==> config.mk <==
export PLATFORM = sky130hd
export DESIGN_NAME = stage2_block_unpack
export DESIGN_NICKNAME = d
export VERILOG_FILES = /design/src/rtl/stage2_block_unpack.sv
export SDC_FILE = /design/constraint.sdc
export NUM_CORES = 1
export LEC_CHECK = 0
export CAP_MARGIN = 20
export CORE_MARGIN = 4
export CORE_UTILIZATION = 45
export DETAILED_ROUTE_END_ITERATION = 6
export GPL_TIMING_DRIVEN = 0
export PLACE_DENSITY = 0.77
export SYNTH_ARGS = -nofsm -noshare
export SYNTH_HDL_FRONTEND = slang
export SYNTH_SLANG_ARGS = --single-unit
==> constraint.sdc <==
create_clock -name clk -period 2.25 [get_ports clk]
set_input_delay 0.45 -clock clk [delete_from_list [all_inputs] [get_ports clk]]
set_output_delay 0.45 -clock clk [all_outputs]
set_load 0.05 [all_outputs]
==> src/rtl/stage2_block_unpack.sv <==
// Splits a byte stream into blocks of three typed messages and tags each byte
// with sop/eop/index/type through a single registered output stage.
`ifndef BLOCK_SIZE_CONTROL_WIDTH
`define BLOCK_SIZE_CONTROL_WIDTH 6
`endif
`ifndef BLOCK_SIZE_DATA_BITS
`define BLOCK_SIZE_DATA_BITS 8
`endif

module stage2_block_unpack #(
    parameter int LEN_35   = 42,
    parameter int LEN_22   = 30,
    parameter int LEN_21   = 28,
    parameter int LEN_12   = 20,
    parameter int LEN_NONE = 8
) (
    input  logic                                 clk,
    input  logic                                 rst_n,
    input  logic                                 in_valid,
    output logic                                 in_ready,
    input  logic [7:0]                           in_data,
    input  logic                                 in_last,
    output logic                                 out_valid,
    input  logic                                 out_ready,
    output logic [7:0]                           out_data,
    output logic                                 out_sop,
    output logic                                 out_eop,
    output logic [1:0]                           out_msg_idx,
    output logic [`BLOCK_SIZE_CONTROL_WIDTH-1:0] out_msg_type,
    output logic                                 blk_done,
    output logic [`BLOCK_SIZE_DATA_BITS-1:0]     blk_size,
    output logic                                 blk_err
);
    localparam int CW = `BLOCK_SIZE_CONTROL_WIDTH;
    localparam int DW = `BLOCK_SIZE_DATA_BITS;

    typedef enum logic {HDR, BODY} state_t;

    state_t          state_q, state_d;
    logic [1:0]      idx_q, idx_d;
    logic [DW-1:0]   rem_q, rem_d;
    logic [DW-1:0]   acc_q, acc_d;
    logic            out_valid_q, out_valid_d;
    logic [7:0]      out_data_q, out_data_d;
    logic            out_sop_q, out_sop_d;
    logic            out_eop_q, out_eop_d;
    logic [1:0]      out_idx_q, out_idx_d;
    logic [CW-1:0]   out_type_q, out_type_d;
    logic            blk_done_q, blk_done_d;
    logic            blk_err_q, blk_err_d;
    logic [DW-1:0]   blk_size_q, blk_size_d;

    logic            accept;
    logic            msg_end;
    logic [DW-1:0]   hdr_len;
    logic [DW-1:0]   sum;

    function automatic logic [DW-1:0] msg_len(input logic [CW-1:0] t);
        case (t)
            CW'(35): return DW'(LEN_35);
            CW'(22): return DW'(LEN_22);
            CW'(21): return DW'(LEN_21);
            CW'(12): return DW'(LEN_12);
            default: return DW'(LEN_NONE);
        endcase
    endfunction

    assign in_ready = !out_valid_q || out_ready;
    assign accept   = in_valid && in_ready;

    always_comb begin
        state_d     = state_q;
        idx_d       = idx_q;
        rem_d       = rem_q;
        acc_d       = acc_q;
        out_valid_d = out_valid_q && !out_ready;
        out_data_d  = out_data_q;
        out_sop_d   = out_sop_q;
        out_eop_d   = out_eop_q;
        out_idx_d   = out_idx_q;
        out_type_d  = out_type_q;
        blk_done_d  = 1'b0;
        blk_err_d   = 1'b0;
        blk_size_d  = blk_size_q;
        hdr_len     = msg_len(in_data[CW-1:0]);
        msg_end     = 1'b0;
        sum         = acc_q;

        if (accept) begin
            out_valid_d = 1'b1;
            out_data_d  = in_data;
            out_idx_d   = idx_q;
            if (state_q == HDR) begin
                out_sop_d  = 1'b1;
                out_type_d = in_data[CW-1:0];
                sum        = acc_q + hdr_len;
                rem_d      = hdr_len - DW'(1);
                msg_end    = (hdr_len == DW'(1));
                state_d    = msg_end ? HDR : BODY;
            end else begin
                out_sop_d = 1'b0;
                rem_d     = rem_q - DW'(1);
                msg_end   = (rem_q == DW'(1));
                if (msg_end) state_d = HDR;
            end
            out_eop_d = msg_end;
            acc_d     = sum;

            // Block end wins over in_last; a missing in_last there is still flagged.
            if (msg_end && idx_q == 2'd2) begin
                blk_done_d = 1'b1;
                blk_size_d = sum;
                blk_err_d  = !in_last;
                acc_d      = '0;
                idx_d      = 2'd0;
                state_d    = HDR;
            end else if (in_last) begin
                blk_err_d = 1'b1;
                out_eop_d = 1'b1;
                acc_d     = '0;
                idx_d     = 2'd0;
                state_d   = HDR;
            end else if (msg_end) begin
                idx_d = idx_q + 2'd1;
            end
        end
    end

    always_ff @(posedge clk or negedge rst_n) begin
        if (!rst_n) begin
            state_q     <= HDR;
            idx_q       <= '0;
            rem_q       <= '0;
            acc_q       <= '0;
            out_valid_q <= 1'b0;
            out_data_q  <= '0;
            out_sop_q   <= 1'b0;
            out_eop_q   <= 1'b0;
            out_idx_q   <= '0;
            out_type_q  <= '0;
            blk_done_q  <= 1'b0;
            blk_err_q   <= 1'b0;
            blk_size_q  <= '0;
        end else begin
            state_q     <= state_d;
            idx_q       <= idx_d;
            rem_q       <= rem_d;
            acc_q       <= acc_d;
            out_valid_q <= out_valid_d;
            out_data_q  <= out_data_d;
            out_sop_q   <= out_sop_d;
            out_eop_q   <= out_eop_d;
            out_idx_q   <= out_idx_d;
            out_type_q  <= out_type_d;
            blk_done_q  <= blk_done_d;
            blk_err_q   <= blk_err_d;
            blk_size_q  <= blk_size_d;
        end
    end

    assign out_valid    = out_valid_q;
    assign out_data     = out_data_q;
    assign out_sop      = out_sop_q;
    assign out_eop      = out_eop_q;
    assign out_msg_idx  = out_idx_q;
    assign out_msg_type = out_type_q;
    assign blk_done     = blk_done_q;
    assign blk_err      = blk_err_q;
    assign blk_size     = blk_size_q;

endmodule

**Yosys cells after proc, flatten, opt, wreduce, memory -nomap -nowiden**

Index checks and enable logic that the tools add are counted.

- Register bits after elaboration: 48
- Word-level logic and storage cells: 60
- Output and inout port bits: 30
- Input bits: 13

- Reductions and logical operators: 11
- Equality and inequality tests: 7
- Mux-type cells: 24
- Bitwise logic cells: 1
- $add $sub $neg: 4

Operators with widths:

| kind | number |
|---|---|
| 2-to-1 mux 8 bit | 4 |
| one-hot mux 6 bit (4 select lines) | 1 |
| == test 8 x 1 -> 1 bit (second input constant) | 2 |
| 2-to-1 mux 1 bit | 16 |
| subtractor 8 x 1 -> 8 bit (second input constant) | 2 |
| == test 6 x 5 -> 1 bit (second input constant) | 2 |
| adder 8 bit | 1 |
| == test 6 x 4 -> 1 bit (second input constant) | 1 |
| == test 6 bit (second input constant) | 1 |
| 2-to-1 mux 2 bit | 3 |
| AND reduction 2 bit | 3 |
| logical AND 1 bit | 3 |
| zero test 1 bit | 3 |
| nonzero test 3 bit | 1 |
| adder 2 x 1 -> 2 bit (second input constant) | 1 |
| == test 2 bit (second input constant) | 1 |
| logical OR 1 bit | 1 |
| inverter 1 bit | 1 |

**Depth between registers and ports, before layout**

- Word-level depth: 8
- Mapped depth: 11
- Depth with buffers taken out: 11

**Least setup slack after synthesis**

No wires, ideal clock.

- Path kind: input to register
- Start: input port in_data[2]
- End: register acc_q[5]
- Path slack: -0.021 ns
- Stages: 11
- Buffers on the path: 0
- Setup time: 0.121 ns
- Arrival: 2.150 ns
- Path through: nor2b_1 nand3b_1 a21oi_1 ha_1 inv_1 fa_1 nor2b_1 o21a_1 nor2_1 xnor2_1 a22o_1

- Word-level cells in the longest chain between the ends: 7
- Elaborated cells between the ends (all ways): 13
- Classes of those cells: add/sub: 1; eq/ne: 5; mux: 6; reduce/logical: 1

Ends and longest elaborated chain:

| element | RTL line | RTL |
|---|---|---|
| start: declaration | 21 | `input logic [7:0] in_data,` |
| == test 6 x 4 -> 1 bit, or another cell as far along | 59 | `case (t)` |
| one-hot mux 6 bit (4 select lines) * | 59 |  |
| branches (longest 4 deep; another with adder 8 bit) | n/a |  |
| 2-to-1 mux 8 bit * | 110 | `if (msg_end && idx_q == 2'd2) begin` |
| end signal: assignment | 134 | `acc_q <= '0;` |
| end signal: assignment | 148 | `acc_q <= acc_d;` |
| end: declaration | 42 | `logic [DW-1:0] acc_q, acc_d;` |

Mark *: on every way between the ends. The select of a mux whose other input is x is not followed.
A chain may end at the register's enable or synchronous reset.

**Worst setup path in the final report**

- Start: input port in_data[5]
- End: register acc_q[7]

The elaborated chain is that of the path after synthesis.

==> metrics.yaml <==
synthCells: 238
path_class: "input pin to flop"
dieArea_sq_um: 6430
setup_violations: 0
synth_area_per_cell_sq_um: 9.85
grt-ovfl-total: 0
ctsRootBufferMaster: "clkbuf_8"
share_seq_of_total_power_pct: 44.7
synth.distinct_cells: 48
firstDrtPassIters: 4
insertion_delay_ns: 0.29
ioPinCount: 43
portBuffers: 41
vias_per_cell: 5.33
path_cells: "buf_2, nor2b_4, nand3b_1, a21oi_4, ha_2, inv_1, fa_2, nor2b_4, o2111ai_2, nand2_2, xnor2_2, o31ai_2"
skew_ns: 0.00974
worst_ep_required_time_ns: 2.46
fp.dieW_microns: 80.2
hpwlAfterDp_microns: 3890
register_area_sq_um: 1150
power_mw: 2.50
seq_area_frac_synth_pct: 49.1
synth_nets: 261
setup_slack_ns: 0.104
synth_edf_count: 0
peakVddDrop_mv: 0.455
cp_slowest_cell: "fa_2"
num_vias: 1928
placed_cell_area_sq_um: 2860
async_flop_share_pct: 100
fin_setup_tns_ns: 0
holdBufCountCts: 0
cts.clk_slew.worst_paths_ns: 0.08
endpoint_kind: "flop"
numCtsBuffers: 5
gp_congestion: 0.807
fill_cells: 454
cts_tree: "done"
period_share_pct: 95.4
drt-initial-drc-count: 168
drv_slew: 0
wirelength_microns: 5480
hold_viol: 0
synth_warnings: 0
layout.cells.non_filler: 362
floorplan.die.height_microns: 80.2
arrival_ns: 2.35
layout-drive-gt1-share_pct: 18.5
p_leak_nw: 1.39
switching_share_pct: 37.9
syn_area_sq_um: 2340
clock.fmax_ghz: 0.466
grt_pass1_wl_microns: 9110
max-clock-path-buffers: 2
ys_seq_elements: 46
worst_setup_path_start_kind: "input pin"
hp-class: "input pin to async pin"
maxCapViolations: 0
tightest_slew_ns: 0.528
htreeDepth: 2
cts.sinks: 46
synth_ff_type: "dfrtp_1"
power_density_nw_per_um2: 816
critical-path-max-stage-delay_ns: 0.39
fin_nets: 316
dpl_worst_slack_ns: -0.853
postLayoutCellArea_sq_um: 3060
p_sw_uw: 948
grt_use_total_pct: 18.1
wire_per_inst_microns: 15.1
final_util_pct: 60.3
grt_max_degree: 27
drc: 0
rows: 26
antennaDiodeCount: 0
ant_nets: 0
period_minus_slack_ns: 2.15
holdWs_ns: 0.104
p_comb_share_pct: 35.2
grt_pass1_vias: 2010
outcome: "complete, no violations"
antenna_found_initial: 0
core-area_sq_um: 5070
intPower_mw: 1.55
worstPathMaxFanout: 4
areaGrowthSynthToFinish_pct: 30.6
initial_core_util_pct: 46.2
clockPowerShare_pct: 20.1
multiInputGateArea_sq_um: 1200
numPlacedInstances: 350
crit_top_cell: "nor2b_4"
slew_headroom_pct: 64.7
## worst max-delay path, delay by kind of cell
family | cells | cell delay (ns)
XOR/XNOR | 1 | 0.07
adder cells (fa/ha/maj) | 2 | 0.58
AO/OA/AOI/OAI | 3 | 0.53
buffers and inverters | 2 | 0.20
AND/OR/NAND/NOR | 4 | 0.52
## cell families after synthesis
group           count (synthesis)  share of synthesized area (%)
simple gates                   90                           18.5
compound gates                 50                           14.6
flops                          46                           49.1
buf+inv                        23                           4.27
mux                            12                           5.55
fa+ha+maj                      10                           5.66
xor+xnor                        6                           2.24
other cells                     1                          0.160
## layout by cell type, fill, tap and decap left out, types with 3 or more instances in the layout
master,count
mux2_2,8
o22ai_1,3
clkbuf_8,6
mux2i_1,4
nand3_1,4
clkdlybuf4s50_1,33
clkbuf_1,5
inv_1,12
nor3_1,4
a22o_1,5
nor2_1,14
buf_4,8
nand2_1,46
xnor2_1,4
buf_2,7
dfrtp_1,46
ha_1,8
o21ai_0,15
a21oi_1,8
## what timing repair did
item                                   4_1_cts  5_1_grt
gates cloned                                 0        0
buffers inserted                             3        3
pin swaps                                    4        8
resized for setup                           20       27
setup endpoints to repair                   10        6
endpoints found under the hold margin        0        0
## power by group through the flow
stage / Clock, mW / Sequential, mW / Combinational [mW]
after floorplan: 0 / 1.35 / 0.348
after global placement: 0 / 1.12 / 0.845
after detailed placement: 0 / 1.13 / 0.861
after CTS: 0.506 / 1.11 / 0.867
after global routing: 0.545 / 1.14 / 0.953
final: 0.502 / 1.12 / 0.879
## area by class of cell
class / instances / area share [%]
Buffer: 10 / 1.68
Timing Repair Buffer: 48 / 14.4
Sequential cell: 46 / 37.6
Inverter: 13 / 1.59
Clock buffer: 6 / 2.70
Tap cell: 70 / 2.86
Multi-Input combinational cell: 169 / 39.1
## metal layers
metal	track usage (%)	share of wire [%]	vias up
met5	0	0	-
met1	22.0	44	933
met2	30.9	49	61
li1	-	-	928
met3	5.49	6.9	6
met4	5.41	0.73	0
## cell usage after synthesis (3+ instances only)
cell type | count | share of area [%]
nand2_1 | 47 | 7.5
dfrtp_1 | 46 | 49
nor2_1 | 15 | 2.4
o21ai_0 | 15 | 3.2
inv_1 | 13 | 2.1
a21oi_1 | 9 | 1.9
ha_1 | 9 | 4.8
mux2_2 | 8 | 3.8
a22o_1 | 5 | 1.9
clkbuf_1 | 5 | 0.80
xnor2_1 | 5 | 1.9
mux2i_1 | 4 | 1.7
nand3_1 | 4 | 0.85
nor2b_1 | 4 | 1.1
nor3_1 | 4 | 0.85
nand2b_1 | 3 | 0.80
o22ai_1 | 3 | 0.80
o31ai_1 | 3 | 0.96
## worst paths after layout
kind,end,depth (start not counted),slack (ns),start
worst max-delay path,acc_q[7],12,0.10,in_data[5]
worst min-delay path,out_valid,1,0.10,rst_n
worst max register to register,acc_q[3],6,0.37,rem_q[4]
worst min register to register,blk_size[5],2,0.47,blk_size[5]
max in group asynchronous,out_msg_type[2],2,1.63,rst_n
min in group clk,out_data[2],3,0.39,in_data[2]
## flip-flops by register name, summed over array words and instances, names as in the netlist, 2 cells and up
register	cells
out_msg_type	6
rem_q	8
blk_size	7
out_msg_idx	2
acc_q	7
out_data	8
idx_q	2
Note: power is estimated with default switching activity, not from simulation.
